[src/rtl/s4_actividad1.sv]
// Time-multiplexed driver for an 8-digit common-anode 7-segment display.
// Each nibble of HEX_in is shown as a hex digit, one digit active at a time.
module s4_actividad1 #(
  parameter int unsigned REFRESH_DIV = 100000
) (
  input  logic        clock,
  input  logic        reset,
  input  logic [31:0] HEX_in,
  output logic [6:0]  segments,
  output logic [7:0]  anodes
);

  localparam int unsigned CNT_W = (REFRESH_DIV > 1) ? $clog2(REFRESH_DIV) : 1;
  localparam logic [CNT_W-1:0] CNT_MAX = CNT_W'(REFRESH_DIV - 1);

  // Active-low {g,f,e,d,c,b,a}
  function automatic logic [6:0] decode_hex(input logic [3:0] nib);
    logic [6:0] seg;
    case (nib)
      4'h0: seg = 7'h40;
      4'h1: seg = 7'h79;
      4'h2: seg = 7'h24;
      4'h3: seg = 7'h30;
      4'h4: seg = 7'h19;
      4'h5: seg = 7'h12;
      4'h6: seg = 7'h02;
      4'h7: seg = 7'h78;
      4'h8: seg = 7'h00;
      4'h9: seg = 7'h10;
      4'hA: seg = 7'h08;
      4'hB: seg = 7'h03;
      4'hC: seg = 7'h46;
      4'hD: seg = 7'h21;
      4'hE: seg = 7'h06;
      default: seg = 7'h0E;
    endcase
    return seg;
  endfunction

  logic [CNT_W-1:0] cnt_q, cnt_d;
  logic [2:0]       idx_q, idx_d;
  logic [6:0]       seg_q, seg_d;
  logic [7:0]       an_q, an_d;
  logic             tick;
  logic [3:0]       nib;

  always_comb begin
    tick  = (cnt_q == CNT_MAX);
    cnt_d = tick ? '0 : cnt_q + CNT_W'(1);
    idx_d = tick ? idx_q + 3'd1 : idx_q;
    // Outputs use the pre-update index; HEX_in is sampled live every cycle
    nib   = HEX_in[{idx_q, 2'b00} +: 4];
    an_d  = ~(8'b1 << idx_q);
    seg_d = decode_hex(nib);
  end

  always_ff @(posedge clock) begin
    if (reset) begin
      cnt_q <= '0;
      idx_q <= '0;
      an_q  <= 8'hFF;
      seg_q <= 7'h7F;
    end else begin
      cnt_q <= cnt_d;
      idx_q <= idx_d;
      an_q  <= an_d;
      seg_q <= seg_d;
    end
  end

  assign segments = seg_q;
  assign anodes   = an_q;

endmodule

[config.mk]
export PLATFORM = sky130hd
export DESIGN_NAME = s4_actividad1
export DESIGN_NICKNAME = d
export VERILOG_FILES = /design/src/rtl/s4_actividad1.sv
export SDC_FILE = /design/constraint.sdc
export NUM_CORES = 1
export LEC_CHECK = 0
export ABC_AREA = 1
export BUFFER_PORTS_ARGS = -buffer_cell sky130_fd_sc_hd__buf_2
export CAP_MARGIN = 10
export CORE_ASPECT_RATIO = 0.8
export CORE_MARGIN = 4
export CORE_UTILIZATION = 54
export DETAILED_ROUTE_END_ITERATION = 16
export PLACE_DENSITY = 0.86
export REMOVE_ABC_BUFFERS = 1
export SETUP_SLACK_MARGIN = 0.05
export SLEW_MARGIN = 20
export SYNTH_ARGS = -nofsm -noshare
export SYNTH_HDL_FRONTEND = slang
export SYNTH_SLANG_ARGS = --single-unit
[constraint.sdc]
create_clock -name clock -period 1.9 [get_ports clock]
set_clock_uncertainty 0.1 [all_clocks]
set_input_delay 0.095 -clock clock [delete_from_list [all_inputs] [get_ports clock]]
set_output_delay 0.095 -clock clock [all_outputs]
set_load 0.005 [all_outputs]
# Word level (Yosys, flattened, before mapping)
# Memories as Yosys holds them, arrays and structs flattened. A register that Yosys moved wholly into a read port is not among the register bits.
# Cells that the tools add are included.
dict set report totals {
  mem_count 1
  output_inout_bits 15
  rom_bits 112
  ff_bits 28
  word_cells 11
  inputBits 34
}
# name depth width read_ports rd_clocked_by_memory_dff write_ports line
set memory_table {}
lappend memory_table {{(no name shown)} 16 7 1 1 0 19} ;# case (nib)
dict set report op_classes {
  bitwise 1
  addsub 2
  n_shift 2
  eq_ne 1
  reduce_logical 1
}
# operator n
set op_table {}
lappend op_table {{32-bit by 6-bit indexed part select with 4-bit output} 1}
lappend op_table {{17-bit by 1-bit adder with 17-bit output (second input constant)} 1}
lappend op_table {{17-bit equality test (second input constant)} 1}
lappend op_table {{8-bit inverter} 1}
lappend op_table {{1-bit by 3-bit << shifter with 8-bit output (first input constant)} 1}
lappend op_table {{3-bit by 1-bit adder with 3-bit output (second input constant)} 1}
lappend op_table {{2-bit OR reduction} 1}

# Logic depth before layout (Yosys ltp)
dict set report depth {
  ltp_word 2
  ltp_mapped 14
  mapped_depth_nobuf 12
}

# Worst setup path after synthesis
# OpenSTA, ideal clock, no wires.
dict set report synth_timing {
  path_type {register to register}
  from {register idx_q[0]}
  to {register seg_q[3] (netlist: segments[3])}
  n_path_buf 2
  period_less_slack_ps 1741
  arrival_time_ps 1511
  setup_time_ps 130
  required_ps 1670
  path_stages_with_launch 13
  slack_ps 159
  path_cell_list {dfxtp_1 > buf_6 > buf_8 > nand2_1 > nand3_1 > nand3_1 > o21ai_2 > inv_1 > ha_1 > nand3_1 > nand2_1 > nand2_1 > nand3_1}
}
dict set report synth_between {
  elab_chain_len 1
}
# element line
set synth_rtl {}
lappend synth_rtl {{start, declared} 41} ;# logic [2:0] idx_q, idx_d;
lappend synth_rtl {{start signal, assigned} 65} ;# idx_q <= idx_d;
lappend synth_rtl {{32-bit by 6-bit indexed part select with 4-bit output} 52} ;# nib = HEX_in[{idx_q, 2'b00} +: 4];
lappend synth_rtl {{end, declared} 42} ;# logic [6:0] seg_q, seg_d;
# No other way between the ends.
# A chain may end at the register's enable or synchronous reset.

# Worst setup path after layout
dict set report layout_timing {
  from {register idx_q[0]}
  to {register seg_q[0] (netlist: segments[0])}
}
# Same word-level chain as after synthesis.

==> results summary <==
The final critical path time including I/O delays and setup is 1800 ps. No sink is reached through more buffers than the 2 on the longest clock path. The total internal power is 1.26 mW.

The post-synthesis share of cell area spent on xor and xnor gates is 0.0239. The timing-limited maximum frequency came out at 555 MHz. The final count of pins violating max slew came out at 0. Summing over every cut layer, the via total after detailed routing is 2109. The slew of the pin with the lowest slew margin came out at 300 ps. Buffers placed on the I/O ports in this run total 48. The first global-routing pass estimated 8090 µm of wire. The worst hold path belongs to the class in2reg.

Setup slack on the critical path of the routed design comes to 98.7 ps. The area of the core is 0.00385 mm². Dividing total power by cell area gives a power density of 592 mW/mm². The switching fraction of total power is 0.225.

For this run, global-route usage on met1 was measured as 0.235. The later-pin clock latency in the skew report is 290 ps. The tree is rooted in a sky130_fd_sc_hd__clkbuf_8. Once layout is complete, the cells apart from fillers number 421. Setup violations remaining at the end of the flow were counted as 0. IR analysis of the VDD net gives a maximum drop of 0.000326 V. The starting DRC count in detailed routing is 130. The routability congestion estimate came out at 0.810. The number of failing hold endpoints at the final stage is 0.

The area growth from synthesis to layout is 24.6%. The sum of overflow across all layers after global routing is 0. By area, the combinational part of the netlist is dominated by simple AND/OR/NAND/NOR gates. The cell area that synthesis handed to floorplanning was 0.00220 mm².

Setup repair after global routing could not meet its margin everywhere. The clock sink total came out at 35. The global-route layer with the greatest usage is met2.

In the final layout, the share of cells above drive strength 1 is 0.331. The H-tree level count came out at 2. Synthesis instantiated 34 different standard cells from the library. The x dimension of the die came out at 79.3 µm. After synthesis, the cell types taking the most area are sky130_fd_sc_hd__dfxtp_1, sky130_fd_sc_hd__nand2_1, sky130_fd_sc_hd__nand3_1, sky130_fd_sc_hd__ha_1, sky130_fd_sc_hd__inv_1.

The maximum fanout encountered on the critical timing path is 13. The post-route standard cell area excluding fillers came out at 0.00274 mm². The total of warnings raised by yosys came out at 0. After legalization and detailed placement, the total HPWL measured 3610 µm. The minimum setup slack after placement is 29.7 ps. The setup total negative slack is 0 ps.

TritonCTS built the clock tree. The initial cell density of the core came out at 0.570. The endpoint identified for the worst register-to-register timing path is segments[0]. The worst relative slew slack came out at 0.800. The required time of the critical path is 2030 ps. The part of the power in the clock network is 0.422. The clock-pin transition on the worst setup and hold timing paths is 70 ps. The total wire length is 5090 µm.

The sequential share of power is 0.468. The number of top-level pins came out at 49. The worst setup path is launched from a flip-flop. The multiplexer area fraction after synthesis is 0. The register-to-register setup slack is 100 ps. The net count reported at finish came out at 412. The static leakage power is 1.29 nW. The run finished with clean final reports. The startpoint identified for the worst hold timing path is HEX_in[19].

The number of max-capacitance violations reported came out at 0. In the layout the commonest cells are sky130_fd_sc_hd__nand2_1, sky130_fd_sc_hd__buf_2, sky130_fd_sc_hd__inv_1, sky130_fd_sc_hd__nand3_1, sky130_fd_sc_hd__dfxtp_1. The number of antenna violations at the first check in global routing came out at 0. Summed over all instances, the cell type with the most area after synthesis is sky130_fd_sc_hd__dfxtp_1.

For this run, the detailed router's first-pass iteration total came to 4. The die covers 0.00516 mm². The critical path capture point type is a flip-flop. The origin of the critical flop-to-flop path is idx_q[0]. The cell area after placement came out at 0.00249 mm².

The gate count of the mapped netlist came out at 306. The pin count of the biggest net entering global routing came out at 20. In the finished design, the share of the clock period the worst path needs comes to 0.948. The post-synthesis adder-cell area fraction came out at 0.0740. Across every metal layer, demand over resource in global routing totals 0.194. For hold timing, the worst endpoint is segments[6]. The met2 usage in global routing is 0.336. Overall power consumption after layout is estimated at 1.62 mW. The post-placement cell count came out at 407. The row count is 20.

The number of antenna-violating nets in the routed design is 0. The routed length per instance came out at 12.1 µm. The via count of the first global-routing pass came to 1924.

The worst hold path cell count came out at 8. The routed via count divided by cell count came out at 5.01. The number of antenna repair diodes is 0. The arrival time of data at the critical path endpoint came out at 1930 ps. The share of total power dissipated in combinational logic is 0.110. The share of synthesized area in the top cell type comes to 0.319. The number of cell instances on the worst register-to-register path came out at 12.

The number of CTS-inserted buffers is 5. The synthesis-stage register bit count came out at 35. The area fraction in and, or, nand and nor cells after synthesis came out at 0.413. The critical path in this run is classified as reg2reg.

The most common cell after layout, fill and taps aside is sky130_fd_sc_hd__nand2_1. The residual DRC count is 0. The net switching power figure came out at 0.364 mW. The mean post-synth cell area is 7.18 µm².

The die height came out at 65.1 µm. The met3 layer usage reported by global route is 0.0472. The complex-gate fraction of the synthesized area is 0.0421. The share of the Yosys chip area taken by registers is 0.319.
-- critical path, cell delays in order, from the launching register on --
cell                       delay, ps
sky130_fd_sc_hd__dfxtp_4         360
sky130_fd_sc_hd__buf_12          140
sky130_fd_sc_hd__clkinv_8         70
sky130_fd_sc_hd__nand2_1          50
sky130_fd_sc_hd__nand3_1          60
sky130_fd_sc_hd__nand2_1          90
sky130_fd_sc_hd__o21ai_4         250
sky130_fd_sc_hd__buf_4           170
sky130_fd_sc_hd__ha_2            170
sky130_fd_sc_hd__inv_1            40
sky130_fd_sc_hd__nand3_1          90
sky130_fd_sc_hd__nand3_1          80
sky130_fd_sc_hd__nand3_1          80
-- power by group through the flow --
stage          Combinational (mW)  Clock [mW]  Sequential [mW]
4_1_cts                     0.163       0.700            0.759
6_report                    0.179       0.684            0.758
3_5_place_dp                0.159           0            0.775
3_3_place_gp                0.155           0            0.776
2_1_floorplan              0.0909           0            0.776
5_1_grt                     0.204       0.739            0.759
-- synthesized netlist by cell type, drive strengths merged --
library cell and n:
a211oi 1, a21oi 9, buf 6, clkbuf 1, dfxtp 35, ha 13
inv 53, nand2 80, nand3 54, nand4 2, nor2 32, nor3 6
nor3b 1, o211ai 1, o21ai 5, or2 1, xor2 6
-- worst max-delay path by stage --
stage                        start          end  slack [ps]  cells after the start
after detailed placement  idx_q[0]  segments[3]          30                     12
after CTS                 idx_q[0]  segments[3]          60                     12
after global placement    idx_q[0]  segments[3]         120                     12
after global routing      idx_q[0]  segments[3]         -30                     12
final                     idx_q[0]  segments[0]         100                     12
after floorplan           idx_q[0]  segments[3]         -80                     10
-- logic make-up (layout without fill, tap and decap cells) --
family,after synthesis,count (layout)
AO/OA/AOI/OAI,16,16
XOR/XNOR,6,6
adder cells (fa/ha/maj),13,13
buffers and inverters,60,120
flip-flops,35,35
AND/OR/NAND/NOR,176,176
-- sequential cells by signal, indices dropped and copies added (netlist names) --
| signal | cells |
|---|---|
| segments | 7 |
| idx_q | 3 |
| anodes | 8 |
| cnt_q | 17 |
-- routing by layer --
layer	vias up	wire length [µm]	share of wire
li1	1069	-	-
met1	950	2120	0.42
met2	77	2590	0.51
met3	13	266	0.052
met4	0	107	0.021
met5	-	0	0
-- per-stage QoR --
stage	utilization	hold WS, ps
2_1_floorplan	-	86.6
3_3_place_gp	0.645	232
3_5_place_dp	0.645	239
5_1_grt	0.710	320
4_1_cts	0.681	250
6_report	0.710	263
-- cell type report --
class | instances | area, µm²
Clock buffer | 6 | 82.6
Sequential cell | 35 | 706
Timing Repair Buffer | 59 | 355
Inverter | 53 | 216
Clock inverter | 2 | 35.0
Multi-Input combinational cell | 211 | 1270
Fill cell | 319 | 1120
Tap cell | 55 | 68.8
-- what timing repair did --
action	in CTS	in global routing
pin swaps	0	8
hold buffers	1	0
resized for setup	2	14
cloned	0	1
setup endpoints to repair	1	5
hold endpoints to repair	3	0
setup buffers	0	4
Power figures use the tool's default switching activity.
